<file path="src/rtl/sm83_sp_bus_sched.sv">
// Stack-pointer bit-cell column scheduler: precharge, then write or sample, then grant.
// Define SM83_SP_SCHED_RR_EN for round-robin arbitration; otherwise fixed priority idu > ld > rd.

module sm83_sp_bus_sched #(
   parameter int unsigned PCH_CYC = 1
) (
   input  logic        clk,
   input  logic        reset_n,
   input  logic        idu_req,
   input  logic [15:0] idu_data,
   input  logic        ld_req,
   input  logic        ld_hi,
   input  logic [7:0]  ld_data,
   input  logic        rd_req,
   input  logic [15:0] bus_in,
   output logic        pch_n,
   output logic        ena_lo,
   output logic        ena_hi,
   output logic [15:0] bus_pd,
   output logic [15:0] rd_data,
   output logic        idu_gnt,
   output logic        ld_gnt,
   output logic        rd_gnt,
   output logic        busy
);

   if (PCH_CYC == 0 || PCH_CYC > 15) begin : g_pch_cyc_check
      $error("PCH_CYC must be in 1..15");
   end

   typedef enum logic [1:0] {StIdle, StPch, StEval, StGnt} state_e;

   localparam logic [1:0] IdIdu = 2'd0;
   localparam logic [1:0] IdLd  = 2'd1;
   localparam logic [1:0] IdRd  = 2'd2;

   state_e      state_q, state_d;
   logic [3:0]  cnt_q, cnt_d;
   logic [1:0]  win_q, win_d;
   logic [15:0] idu_op_q, idu_op_d;
   logic [7:0]  ld_op_q, ld_op_d;
   logic        ld_hi_q, ld_hi_d;

   logic        pch_n_q, pch_n_d;
   logic        ena_lo_q, ena_lo_d;
   logic        ena_hi_q, ena_hi_d;
   logic [15:0] bus_pd_q, bus_pd_d;
   logic [15:0] rd_data_q, rd_data_d;
   logic [2:0]  gnt_q, gnt_d;
   logic        busy_q, busy_d;

   logic [2:0]  req, cand;
   logic [1:0]  pick;
   logic        arb_en;

   assign req = {rd_req, ld_req, idu_req};

   // The requester being granted this cycle is not eligible for the next slot.
   always_comb begin
      cand = req;
      if (state_q == StGnt) cand = req & ~(3'b001 << win_q);
   end

`ifdef SM83_SP_SCHED_RR_EN
   logic [1:0] ptr_q, ptr_d;

   always_comb begin
      case (ptr_q)
         IdLd:    pick = cand[1] ? IdLd : (cand[2] ? IdRd : IdIdu);
         IdRd:    pick = cand[2] ? IdRd : (cand[0] ? IdIdu : IdLd);
         default: pick = cand[0] ? IdIdu : (cand[1] ? IdLd : IdRd);
      endcase
   end

   always_comb begin
      ptr_d = ptr_q;
      if (arb_en) ptr_d = (pick == IdRd) ? IdIdu : pick + 2'd1;
   end

   always_ff @(posedge clk) begin
      if (!reset_n) ptr_q <= IdIdu;
      else          ptr_q <= ptr_d;
   end
`else
   always_comb begin
      pick = cand[0] ? IdIdu : (cand[1] ? IdLd : IdRd);
   end
`endif

   always_comb begin
      state_d  = state_q;
      cnt_d    = cnt_q;
      win_d    = win_q;
      idu_op_d = idu_op_q;
      ld_op_d  = ld_op_q;
      ld_hi_d  = ld_hi_q;
      arb_en   = 1'b0;
      case (state_q)
         StIdle: arb_en = |cand;
         StPch: begin
            if (cnt_q == 4'd0) state_d = StEval;
            else               cnt_d   = cnt_q - 4'd1;
         end
         StEval: state_d = StGnt;
         StGnt: begin
            if (|cand) arb_en  = 1'b1;
            else       state_d = StIdle;
         end
         default: state_d = StIdle;
      endcase
      if (arb_en) begin
         state_d = StPch;
         cnt_d   = 4'(PCH_CYC - 1);
         win_d   = pick;
         if (pick == IdIdu) idu_op_d = idu_data;
         if (pick == IdLd) begin
            ld_op_d = ld_data;
            ld_hi_d = ld_hi;
         end
      end
   end

   // Outputs are decoded from the next state so every output leaves a flop.
   always_comb begin
      pch_n_d  = (state_d != StPch);
      ena_lo_d = 1'b0;
      ena_hi_d = 1'b0;
      bus_pd_d = 16'h0000;
      gnt_d    = 3'b000;
      busy_d   = (state_d != StIdle);
      if (state_d == StEval) begin
         case (win_d)
            IdIdu: begin
               ena_lo_d = 1'b1;
               ena_hi_d = 1'b1;
               bus_pd_d = ~idu_op_d;
            end
            IdLd: begin
               if (ld_hi_d) begin
                  ena_hi_d = 1'b1;
                  bus_pd_d = {~ld_op_d, 8'h00};
               end else begin
                  ena_lo_d = 1'b1;
                  bus_pd_d = {8'h00, ~ld_op_d};
               end
            end
            default: ;
         endcase
      end
      if (state_d == StGnt) gnt_d = 3'b001 << win_d;
      rd_data_d = rd_data_q;
      if (state_q == StEval && win_q == IdRd) rd_data_d = bus_in;
   end

   always_ff @(posedge clk) begin
      if (!reset_n) begin
         state_q   <= StIdle;
         cnt_q     <= 4'd0;
         win_q     <= IdIdu;
         idu_op_q  <= 16'h0000;
         ld_op_q   <= 8'h00;
         ld_hi_q   <= 1'b0;
         pch_n_q   <= 1'b1;
         ena_lo_q  <= 1'b0;
         ena_hi_q  <= 1'b0;
         bus_pd_q  <= 16'h0000;
         rd_data_q <= 16'h0000;
         gnt_q     <= 3'b000;
         busy_q    <= 1'b0;
      end else begin
         state_q   <= state_d;
         cnt_q     <= cnt_d;
         win_q     <= win_d;
         idu_op_q  <= idu_op_d;
         ld_op_q   <= ld_op_d;
         ld_hi_q   <= ld_hi_d;
         pch_n_q   <= pch_n_d;
         ena_lo_q  <= ena_lo_d;
         ena_hi_q  <= ena_hi_d;
         bus_pd_q  <= bus_pd_d;
         rd_data_q <= rd_data_d;
         gnt_q     <= gnt_d;
         busy_q    <= busy_d;
      end
   end

   assign pch_n   = pch_n_q;
   assign ena_lo  = ena_lo_q;
   assign ena_hi  = ena_hi_q;
   assign bus_pd  = bus_pd_q;
   assign rd_data = rd_data_q;
   assign idu_gnt = gnt_q[0];
   assign ld_gnt  = gnt_q[1];
   assign rd_gnt  = gnt_q[2];
   assign busy    = busy_q;

endmodule

</file>
<file path="config.mk">
export PLATFORM = sky130hd
export DESIGN_NAME = sm83_sp_bus_sched
export DESIGN_NICKNAME = d
export VERILOG_FILES = /design/src/rtl/sm83_sp_bus_sched.sv
export SDC_FILE = /design/constraint.sdc
export NUM_CORES = 1
export LEC_CHECK = 0
export BUFFER_PORTS_ARGS = -buffer_cell sky130_fd_sc_hd__clkbuf_2
export CORE_AREA = 5 5 85 87
export DETAILED_ROUTE_END_ITERATION = 16
export DIE_AREA = 0 0 90 92
export PLACE_DENSITY_LB_ADDON = 0.15
export RECOVER_POWER = 50
export SLEW_MARGIN = 20
export SYNTH_ARGS = -nofsm -noshare
export SYNTH_HDL_FRONTEND = slang
export SYNTH_SLANG_ARGS = --single-unit
</file>
<file path="constraint.sdc">
create_clock -name clk -period 2.8 [get_ports clk]
set_clock_uncertainty 0.2 [all_clocks]
set_input_delay 0.56 -clock clk [delete_from_list [all_inputs] [get_ports clk]]
set_output_delay 0.56 -clock clk [all_outputs]
set_load 0.05 [all_outputs]
</file>
-- Word level (Yosys, flattened, before mapping)
Index checks and enable logic that the tools add are counted.
- flip-flop bits (word level): 72
- bits in latches: 0
- bits in writable memories: 0
- ROM bits: 0
- input port bits: 46
- output and inout port bits: 39
- word-level logic and storage cells: 64
- memories kept: 0
- add/sub/neg operators: 1
- multiply operators: 0
- divide/modulo/power cells: 0
- order comparisons: 0
- equality and inequality tests: 9
- shift-type cells: 2
- muxes and demuxes: 22
- bitwise operators: 6
- reduce and logical (&&, ||, !) cells: 11
- operators with widths (operator ; count):
    two-way mux 16 bit ; 3
    one-hot mux 16 bit (2 select lines) ; 1
    two-way mux 8 bit ; 2
    inverter 16 bit ; 1
    two-way mux 2 bit ; 6
    == test 2 bit (second input constant) ; 5
    inverter 8 bit ; 1
    == test 2 x 1 -> 1 bit (second input constant) ; 3
    zero test 2 bit ; 3
    one-hot mux 1 bit (2 select lines) ; 3
    one-hot mux 2 bit (3 select lines) ; 1
    AND reduction 2 bit ; 3
    left shift 1 x 2 -> 3 bit (first input constant) ; 2
    two-way mux 1 bit ; 5
    zero test 4 bit ; 1
    subtractor 4 x 1 -> 4 bit (second input constant) ; 1
    bitwise AND 3 bit ; 1
    two-way mux 3 bit ; 1
    inverter 3 bit ; 1
    OR reduction 3 bit ; 1
    != test 2 x 1 -> 1 bit (second input constant) ; 1
    inverter 1 bit ; 2
    nonzero test 2 bit ; 1
    OR reduction 2 bit ; 1
    logical AND 1 bit ; 1

-- Logic depth before layout (Yosys ltp)
Gate-level depths: netlist of the first run.
- depth in word-level cells: 12
- gate-level depth with buffers: 9
- gate-level depth less buffers: 7

-- Least setup slack after synthesis of the first run
OpenSTA, ideal clock, no wires.
- kind: reg-to-reg
- start: register state_q[0]
- end: register bus_pd_q[10], in the netlist bus_pd[10]
- setup time: 88 ps
- arrival time: 1953 ps
- required time: 2512 ps
- setup slack: 558 ps
- stages on the path, launching flop included: 10
- buffers on the path: 2
- clock period less this slack: 2242 ps
- cells stage by stage: dfxtp_1 -> inv_1 -> ha_1 -> a21boi_0 -> a311oi_1 -> a221oi_2 -> nand4bb_1 -> buf_6 -> buf_6 -> a311oi_2
- cells in the longest elaborated chain, start to end: 10
- elaborated cells on any way between the ends: 31
- those cells by class: 6 x eq/ne; 18 x mux; 2 x bitwise; 5 x reduce/logical
- ends and longest elaborated chain (item ; line ; RTL):
    start: declaration ; 37 ; state_e state_q, state_d;
    start signal: assignment ; 157 ; state_q <= StIdle;
    start signal: assignment ; 171 ; state_q <= state_d;
    == test 2 bit ; 61, 98 ;
    two-way mux 3 bit ; 61 ; if (state_q == StGnt) cand = req & ~(3'b001 << win_q);
    two-way mux 2 bit (2 in a row) ; 86 ; pick = cand[0] ? IdIdu : (cand[1] ? IdLd : IdRd);
    == test 2 x 1 -> 1 bit ; 116 ; if (pick == IdLd) begin
    two-way mux 8 bit ; 116 ;
    two-way mux 8 bit ; 111 ; if (arb_en) begin
    inverter 8 bit ; 141 ; bus_pd_d = {~ld_op_d, 8'h00};
    two-way mux 16 bit ; 139 ; if (ld_hi_d) begin
    one-hot mux 16 bit (2 select lines) ; 132 ; case (win_d)
    end signal: assignment ; 180 ; bus_pd_q <= bus_pd_d;
    end: declaration ; 47 ; logic [15:0] bus_pd_q, bus_pd_d;
Parallel ways exist; a longest one is shown, timed or not.
A chain may end at the register's enable or synchronous reset.

-- Worst setup path after layout of the first run
- start: register state_q[0]
- end: register bus_pd_q[7], in the netlist bus_pd[7]
- cells in the longest elaborated chain, start to end: 10
- elaborated cells on any way between the ends: 31
- those cells by class: 6 x eq/ne; 18 x mux; 2 x bitwise; 5 x reduce/logical
- ends and longest elaborated chain (item ; line ; RTL):
    == test 2 bit ; 61, 98 ;
    two-way mux 3 bit ; 61 ;
    two-way mux 2 bit (2 in a row) ; 86 ;
    == test 2 x 1 -> 1 bit ; 116 ;
    two-way mux 8 bit ; 116 ;
    two-way mux 8 bit ; 111 ;
    inverter 8 bit ; 144 ; bus_pd_d = {8'h00, ~ld_op_d};
    two-way mux 16 bit ; 139 ;
    one-hot mux 16 bit (2 select lines) ; 132 ;
Parallel ways exist; a longest one is shown, timed or not.

==> flow_summary.json, run 1 <==
{
  "fin_ws_ns": 0.314,
  "die-area_sq_um": 8280,
  "worstSetupPathType": "flip-flop to flip-flop",
  "start_util": 0.515,
  "busiest_layer": "met2",
  "totalPowerFinal_mw": 3.14,
  "globalRouteTotalUtil": 0.184,
  "grt_pass1_wl_um": 12400,
  "synth_most_common_cell": "dfxtp_1",
  "maxCapViolations": 0,
  "critical-path-top-delay-family": "simple AND/OR/NAND/NOR gates",
  "r2r_slack_ns": 0.31,
  "r2r-end": "bus_pd[7]",
  "cts_tree": "yes",
  "grt_start_max_net_pins": 36,
  "path_cells": "inv_1 > ha_1 > or3_1 > o311a_1 > a41oi_1 > nand4bb_1 > buf_4 > a311oi_1",
  "synth_largest_area_cell": "dfxtp_1",
  "stdcell_area_sq_um": 3830,
  "area_growth_pct": 18.7,
  "tightestPinTransition_ns": 1.00,
  "worstHoldPathCells": 3,
  "yosysTopAreaCellShare": 0.446,
  "cts_setup_buffers": 0,
  "postLayoutCoreUtil": 0.611,
  "firstDrtPassIters": 4,
  "worstPathRequired_ns": 2.82,
  "hp-class": "primary input to flip-flop",
  "status": "finished, final reports clean",
  "path_buf_inv": 2,
  "boundaryPins": 85,
  "crit_path_end_kind": "flip-flop",
  "grtUsageMet3": 0.0458,
  "route.detailed.drc": 0,
  "dpl.cell_count": 489,
  "htree_levels": 3,
  "netlist_area_sq_um": 3230,
  "syn_nets": 397,
  "cp-start-kind": "flip-flop",
  "fmax_mhz": 402,
  "cts_buffers": 9,
  "cts_root_buffer": "clkbuf_8",
  "wl_per_cell_um": 14.8,
  "worstReg2RegStart": "state_q[0]",
  "setup_violations": 0,
  "ir_drop_uv": 429,
  "n_antenna_cell": 0,
  "ys_warn_count": 0,
  "use_met2": 0.294,
  "grt_pass1_vias": 2530,
  "path_clk_slew_ns": 0.07,
  "detail-route-antenna-nets": 0,
  "post_cts.resized_instances": 0,
  "holdWs_ns": 0.229,
  "grt_overflow_total": 0,
  "slew_headroom": 0.330,
  "drt_wl_total_um": 7450,
  "min-delay-start": "bus_in[11]",
  "slowest_stage": "dfxtp_1",
  "ys_async_sr_fraction": 0,
  "design.core.area_sq_um": 6280,
  "clk_latency_ns": 0.34,
  "yosysUniqueCellTypes": 44,
  "synth_area_per_cell_sq_um": 9.37,
  "antenna_found_initial": 0,
  "nNetsFinal": 475,
  "via_per_inst": 5.26,
  "gp_congestion": 0.816,
  "tns_ns": 0,
  "synth_cells": 345,
  "seq_area_frac_synth": 0.446,
  "hpwlAfterDp_um": 5250,
  "fin_cells": 505,
  "timing.final.max_slew_violations": 0,
  "post-route-min-period_ns": 2.49,
  "min_to": "rd_data[11]",
  "dr.first_iter.drc_count": 131,
  "die_y_um": 92,
  "holdBufCountCts": 0,
  "row_count": 29,
  "p_per_area_nw_per_um2": 819,
  "clock_path_buffers": 2,
  "critPathMaxStageDelay_ns": 0.44,
  "synthFlopType": "dfxtp_1",
  "worstPathArrival_ns": 2.51,
  "chipWidth_um": 90,
  "crit_fanout": 18,
  "placed_area_sq_um": 3670,
  "cts.sinks": 72,
  "post-route-period-util": 0.888,
  "cellLeakagePower_nw": 1.49,
  "hold_viol": 0,
  "drive_gt1_frac": 0.189,
  "rsz0062_at_grt": "false",
  "met1_usage": 0.240,
  "dpl_worst_slack_ns": 0.346,
  "synth_common_cells": "dfxtp_1, nand2_1, nor2_1",
  "synth_area_leaders": "dfxtp_1, nand2_1, mux2i_1, a21boi_0, nand3b_1",
  "io_buffer_count": 84,
  "reg2regPathDepth": 8,
  "vias": 2656,
  "ys_ff_latch": 72,
  "synth_edf_count": 0
}
-- how the worst max path moves through the flow --
stage | startpoint | endpoint | slack (ns) | depth (start not counted)
2_1_floorplan | state_q[0] | bus_pd[10] | 0.56 | 9
3_3_place_gp | state_q[0] | bus_pd[2] | 0.44 | 8
3_5_place_dp | state_q[0] | bus_pd[6] | 0.35 | 8
4_1_cts | state_q[0] | bus_pd[6] | 0.33 | 8
5_1_grt | state_q[0] | bus_pd[1] | 0.15 | 8
6_report | state_q[0] | bus_pd[7] | 0.31 | 8
-- placed cells by master (no fill, tap or decap), types with 2 or more instances in the layout --
cell type | netlist | routed
dfxtp_1 | 72 | 72
nand2_1 | 55 | 55
clkbuf_2 | 0 | 45
clkbuf_1 | 10 | 42
nor2_1 | 28 | 28
a21boi_0 | 21 | 21
nand3b_1 | 17 | 17
mux2i_1 | 17 | 17
or3_1 | 17 | 17
nor2b_1 | 16 | 16
clkbuf_8 | 0 | 10
a311oi_1 | 9 | 9
a311oi_2 | 8 | 8
inv_1 | 6 | 6
ha_1 | 6 | 6
a21oi_1 | 4 | 5
buf_4 | 3 | 5
and2b_1 | 4 | 4
a21boi_1 | 4 | 4
nand2b_1 | 3 | 3
o21ai_0 | 3 | 3
o21bai_1 | 2 | 2
a22o_1 | 2 | 2
nand3_1 | 2 | 2
nor3_1 | 2 | 2
mux2_2 | 2 | 2
a211oi_1 | 2 | 2
and2_1 | 3 | 2
bufinv_16 | 0 | 2
-- report_power, final --
group,total [mW],switching (mW),internal [mW],leakage [nW]
registers,1.22,0.0687,1.15,0.585
clock network,0.891,0.365,0.526,0.108
logic,1.03,0.676,0.355,0.796
total,3.14,1.11,2.03,1.49
-- area by class of cell --
cell class                      count  area, sq um
Fill cell                         603         2440
Multi-Input combinational cell    244         1630
Sequential cell                    72         1440
Timing Repair Buffer               90          429
Clock buffer                       13          149
Tap cell                           77         96.3
Clock inverter                      3         65.1
Inverter                            6         22.5
-- worst reg2reg max path, stage by stage, from the launching register on --
cell and delay [ns]:
dfxtp_1 0.44, inv_1 0.12, ha_1 0.26, or3_1 0.38
o311a_1 0.12, a41oi_1 0.31, nand4bb_1 0.19, buf_4 0.28
a311oi_1 0.08
-- per-layer routing --
layer / share of wire / routed length [um]
met5: 0 / 0
met1: 0.46 / 3460
met3: 0.053 / 398
met2: 0.47 / 3510
met4: 0.011 / 85
-- flip-flops by register name (all words and copies together) (netlist names), 2 cells and up --
register / count
bus_pd: 16
cnt_q: 4
gnt_q: 3
idu_op_q: 16
ld_op_q: 8
rd_data: 16
state_q: 2
win_q: 2
-- cells by family after synthesis --
family / count (synthesis) / synth area share
compound gates: 63 / 0.170
xor+xnor: 2 / 0.00542
mux: 19 / 0.0596
flops: 72 / 0.446
fa+ha+maj: 6 / 0.0232
simple gates: 154 / 0.245
buf+inv: 29 / 0.0507
Power figures use the tool's default switching activity.
==> inputs of run 2 (changes only) <==
--- a/config.mk
+++ b/config.mk
@@ -9,8 +9,10 @@
 export CORE_AREA = 5 5 85 87
 export DETAILED_ROUTE_END_ITERATION = 16
 export DIE_AREA = 0 0 90 92
+export GPL_TIMING_DRIVEN = 0
 export PLACE_DENSITY_LB_ADDON = 0.15
 export RECOVER_POWER = 50
+export REMOVE_ABC_BUFFERS = 1
 export SLEW_MARGIN = 20
 export SYNTH_ARGS = -nofsm -noshare
 export SYNTH_HDL_FRONTEND = slang
==> constraint.sdc (replaced) <==
create_clock -name clk -period 2.75 [get_ports clk]
set_clock_uncertainty 0.2 [all_clocks]
set_input_delay 0.55 -clock clk [delete_from_list [all_inputs] [get_ports clk]]
set_output_delay 0.55 -clock clk [all_outputs]
set_load 0.05 [all_outputs]
==> flow_summary.json, run 2 (synthesis gave the netlist of run 1 again) <==
{
  "status": "finished, final reports clean",
  "row_count": 29,
  "critical-path-top-delay-family": "compound AO/OA/AOI/OAI gates",
  "fmax_mhz": 390,
  "placed_area_sq_um": 3650,
  "start_util": 0.515,
  "clk_latency_ns": 0.34,
  "holdWs_ns": 0.223,
  "setup_violations": 0,
  "drt_wl_total_um": 6950,
  "area_growth_pct": 19.4,
  "globalRouteTotalUtil": 0.173,
  "route.detailed.drc": 0,
  "maxCapViolations": 0,
  "post-route-min-period_ns": 2.56,
  "rsz0062_at_grt": "false",
  "htree_levels": 3,
  "dr.first_iter.drc_count": 106,
  "clock_path_buffers": 2,
  "grt_pass1_wl_um": 11800,
  "firstDrtPassIters": 6,
  "cts_tree": "yes",
  "multiInputGateArea_sq_um": 1650,
  "post-route-period-util": 0.931,
  "die-area_sq_um": 8280,
  "hp-class": "primary input to flip-flop",
  "ir_drop_uv": 413,
  "stdcell_area_sq_um": 3860,
  "path_cells": "inv_1 > ha_1 > a21boi_0 > a311oi_1 > a221oi_2 > nand4bb_4 > buf_12 > a311oi_1",
  "crit_path_end_kind": "flip-flop",
  "nNetsFinal": 473,
  "path_buf_inv": 2,
  "timing.final.max_slew_violations": 0,
  "n_antenna_cell": 0,
  "slew_headroom": 0.347,
  "grt_start_max_net_pins": 49,
  "tightestPinTransition_ns": 0.976,
  "via_per_inst": 5.13,
  "grt_pass1_vias": 2638,
  "cellLeakagePower_nw": 1.48,
  "antenna_found_initial": 0,
  "p_per_area_nw_per_um2": 824,
  "hold_viol": 0,
  "cpMostUsedCell": "a311oi_1",
  "chipWidth_um": 90,
  "hpwlAfterDp_um": 4640,
  "worstPathArrival_ns": 2.60,
  "fillerInstances": 573,
  "gp_congestion": 0.793,
  "boundaryPins": 85,
  "final_common_cell": "dfxtp_1",
  "die_y_um": 92,
  "worstSetupPathType": "flip-flop to flip-flop",
  "path_clk_slew_ns": 0.07,
  "wl_per_cell_um": 13.8,
  "cp-start-kind": "flip-flop",
  "layout_common_cells": "dfxtp_1, nand2_1, clkbuf_2",
  "seqCellArea_sq_um": 1440,
  "cts.sinks": 72,
  "cts_root_buffer": "clkbuf_8",
  "grt_overflow_total": 0,
  "critPathMaxStageDelay_ns": 0.44,
  "io_buffer_count": 84,
  "worstPathRequired_ns": 2.79,
  "slowest_stage": "dfxtp_1",
  "vias": 2580,
  "drive_gt1_frac": 0.197,
  "crit_fanout": 18,
  "cts_buffers": 9,
  "design.core.area_sq_um": 6280,
  "detail-route-antenna-nets": 0
}
[run 2: changes by cell type in the layout (fill, tap and decap cells not counted), moves of 2 or more]
cell      delta
buf_4        -4
clkbuf_1     -3
buf_8        +2
clkbuf_8     +2
[run 2: metrics by stage]
step | power, mW | cells | setup slack, ns | utilization | setup TNS [ns]
4_1_cts | 3.21 | 501 | 0.00592 | 0.618 | 0
5_1_grt | 3.38 | 503 | 0.0284 | 0.615 | 0
2_1_floorplan | 2.03 | 322 | -0.514 | - | -9.61
3_3_place_gp | 2.26 | 483 | -1.32 | 0.575 | -26.74
3_5_place_dp | 2.31 | 485 | -0.594 | 0.581 | -9.26
6_report | 3.18 | 503 | 0.189 | 0.615 | 0
[run 2: final cells by class]
class | instances | area share
clock buffer | 12 | 0.0428
clock inverter | 4 | 0.0133
inverter | 6 | 0.00583
multi-input combinational | 244 | 0.429
sequential | 72 | 0.373
tap | 77 | 0.0250
timing repair buffer | 88 | 0.111
[run 2: report_power, final]
group,internal [mW],total [mW],switching [mW]
Clock,0.493,0.883,0.389
Combinational,0.381,1.06,0.678
Sequential,1.17,1.24,0.0673
[run 2: worst reg2reg max path, delay by kind of cell, from the launching register on]
family / cells / cell delay, ns
compound gates: 4 / 0.97
fa+ha+maj: 1 / 0.40
buf+inv: 2 / 0.31
flops: 1 / 0.44
simple gates: 1 / 0.15
[run 2: worst paths after layout]
path / end / from / slack [ns] / cells after the start
max: bus_pd[2] / state_q[0] / 0.19 / 8
min: rd_data[12] / bus_in[12] / 0.22 / 3
max reg2reg: bus_pd[2] / state_q[0] / 0.19 / 8
min reg2reg: rd_data[13] / rd_data[13] / 0.26 / 2
[run 2: per-layer routing]
metal  track usage  part of all wire
met5             0                 0
met4        0.0881             0.019
met3        0.0336             0.039
met2         0.298              0.48
met1         0.206              0.46
[run 2: timing repair]
item                       in CTS  in global routing
hold buffers                    0                  0
buffers inserted                0                  2
pin swaps                       0                  1
setup endpoints to repair      18                 17
gates resized for setup         3                  1
==> inputs of run 3 (changes only) <==
--- a/config.mk
+++ b/config.mk
@@ -12,8 +12,6 @@
 export GPL_TIMING_DRIVEN = 0
 export PLACE_DENSITY_LB_ADDON = 0.15
 export RECOVER_POWER = 50
-export REMOVE_ABC_BUFFERS = 1
-export SLEW_MARGIN = 20
 export SYNTH_ARGS = -nofsm -noshare
 export SYNTH_HDL_FRONTEND = slang
 export SYNTH_SLANG_ARGS = --single-unit
==> flow_summary.json, run 3 (synthesis gave the netlist of run 1 again) <==
{
  "worstSetupPathType": "flip-flop to flip-flop",
  "worstPathRequired_ns": 2.80,
  "boundaryPins": 85,
  "globalRouteTotalUtil": 0.190,
  "power_frac_comb": 0.324,
  "chipWidth_um": 90,
  "route.detailed.drc": 0,
  "slowest_stage": "dfxtp_1",
  "cts_buffers": 9,
  "tightestPinTransition_ns": 0.624,
  "cts.sinks": 72,
  "cellLeakagePower_nw": 1.54,
  "setup_violations": 0,
  "n_antenna_cell": 0,
  "cts_tree": "yes",
  "holdBufCountCts": 0,
  "design.core.area_sq_um": 6280,
  "htree_levels": 3,
  "rsz0062_at_grt": "false",
  "vias": 2751,
  "gp_congestion": 0.886,
  "seqPwrFrac": 0.367,
  "postLayoutCoreUtil": 0.629,
  "die-area_sq_um": 8280,
  "cp-start-kind": "flip-flop",
  "firstDrtPassIters": 4,
  "hp-class": "primary input to flip-flop",
  "cts_setup_buffers": 0,
  "ir_drop_uv": 535,
  "start_util": 0.515,
  "hpwlAfterDp_um": 5790,
  "row_count": 29,
  "worstReg2RegStart": "state_q[1]",
  "grt_overflow_total": 0,
  "via_per_inst": 5.28,
  "placed_area_sq_um": 3740,
  "post_cts.resized_instances": 0,
  "timing.final.max_slew_violations": 0,
  "crit_path_start": "state_q[1]",
  "power.internal_mw": 2.19,
  "path_cells": "inv_1 > ha_1 > a21boi_0 > a311oi_1 > a221oi_2 > nand4bb_1 > buf_6 > buf_6 > a311oi_2",
  "critPathMaxStageDelay_ns": 0.45,
  "worstPathArrival_ns": 2.61,
  "fmax_mhz": 390,
  "drive_gt1_frac": 0.207,
  "die_y_um": 92,
  "dpl.cell_count": 505,
  "fin_cells": 521,
  "detail-route-antenna-nets": 0,
  "area_growth_pct": 22.2,
  "dr.first_iter.drc_count": 101,
  "clockPowerShare": 0.309,
  "status": "finished, final reports clean",
  "antenna_found_initial": 0,
  "p_per_area_nw_per_um2": 853,
  "layout_common_cells": "dfxtp_1, nand2_1, clkbuf_1",
  "final_common_cell": "dfxtp_1",
  "io_buffer_count": 83,
  "p_sw_mw": 1.18,
  "crit_path_end_kind": "flip-flop",
  "crit_fanout": 10,
  "wl_per_cell_um": 14.8,
  "clk_latency_ns": 0.35,
  "grt_pass1_wl_um": 13000,
  "p_sw_frac": 0.350,
  "maxCapViolations": 0,
  "nNetsFinal": 491,
  "cts_root_buffer": "clkbuf_8",
  "grt_pass1_vias": 2697,
  "path_clk_slew_ns": 0.09,
  "drt_wl_total_um": 7700,
  "clock_path_buffers": 2,
  "cpMostUsedCell": "buf_6",
  "min-delay-start": "bus_in[12]",
  "post-route-period-util": 0.931,
  "hold_viol": 0,
  "tns_ns": 0,
  "grt_start_max_net_pins": 14,
  "slew_headroom": 0.586,
  "stdcell_area_sq_um": 3950,
  "post-route-min-period_ns": 2.56
}
==> run 3: changes by cell type in the layout (fill, tap and decap cells not counted), moves of 2 or more <==
cell / before / now
buf_2: 0 / 5
buf_6: 0 / 5
clkbuf_8: 12 / 10
bufinv_16: 1 / 3
buf_4: 1 / 3
buf_8: 2 / 0
clkbuf_1: 39 / 49
==> run 3: cell type report <==
type | count | area [sq um]
fillers | 593 | 2330
multi-input cells | 244 | 1630
flip-flops and latches | 72 | 1440
repair buffers | 83 | 367
plain buffers | 23 | 141
clock buffers | 10 | 138
clock inverters | 6 | 115
well taps | 77 | 96.3
inverters | 6 | 22.5
==> run 3: critical path, delay by kind of cell, from the launching register on <==
family | cells | cell delay, ns
buf+inv | 3 | 0.41
fa+ha+maj | 1 | 0.41
flops | 1 | 0.45
compound gates | 4 | 0.86
simple gates | 1 | 0.14
==> run 3: stage by stage <==
step	setup slack (ns)	hold WS [ns]	total power, mW
final	0.189	0.212	3.37
after global routing	0.0252	0.203	3.55
after CTS	0.135	0.202	3.41
after detailed placement	0.173	0.253	2.36
after global placement	0.261	0.246	2.35
after floorplan	0.508	0.247	2.10
==> run 3: path summary, 6_finish.rpt <==
kind | slack, ns | depth (start not counted) | to
hold / removal | 0.21 | 3 | rd_data[12]
setup / recovery | 0.19 | 9 | bus_pd[12]
hold reg to reg | 0.26 | 2 | rd_data[13]
setup reg to reg | 0.19 | 9 | bus_pd[12]
==> run 3: layer usage <==
layer	GRT usage	part of all wire
met4	0.0806	0.019
met3	0.0368	0.069
met1	0.250	0.45
met2	0.306	0.46
met5	0	0
==> run 3: power groups by stage <==
stage	registers (mW)	logic, mW	clock network (mW)
after floorplan	1.46	0.635	0
after global placement	1.26	1.09	0
after detailed placement	1.26	1.10	0
after CTS	1.24	1.11	1.06
after global routing	1.25	1.19	1.11
final	1.24	1.09	1.04
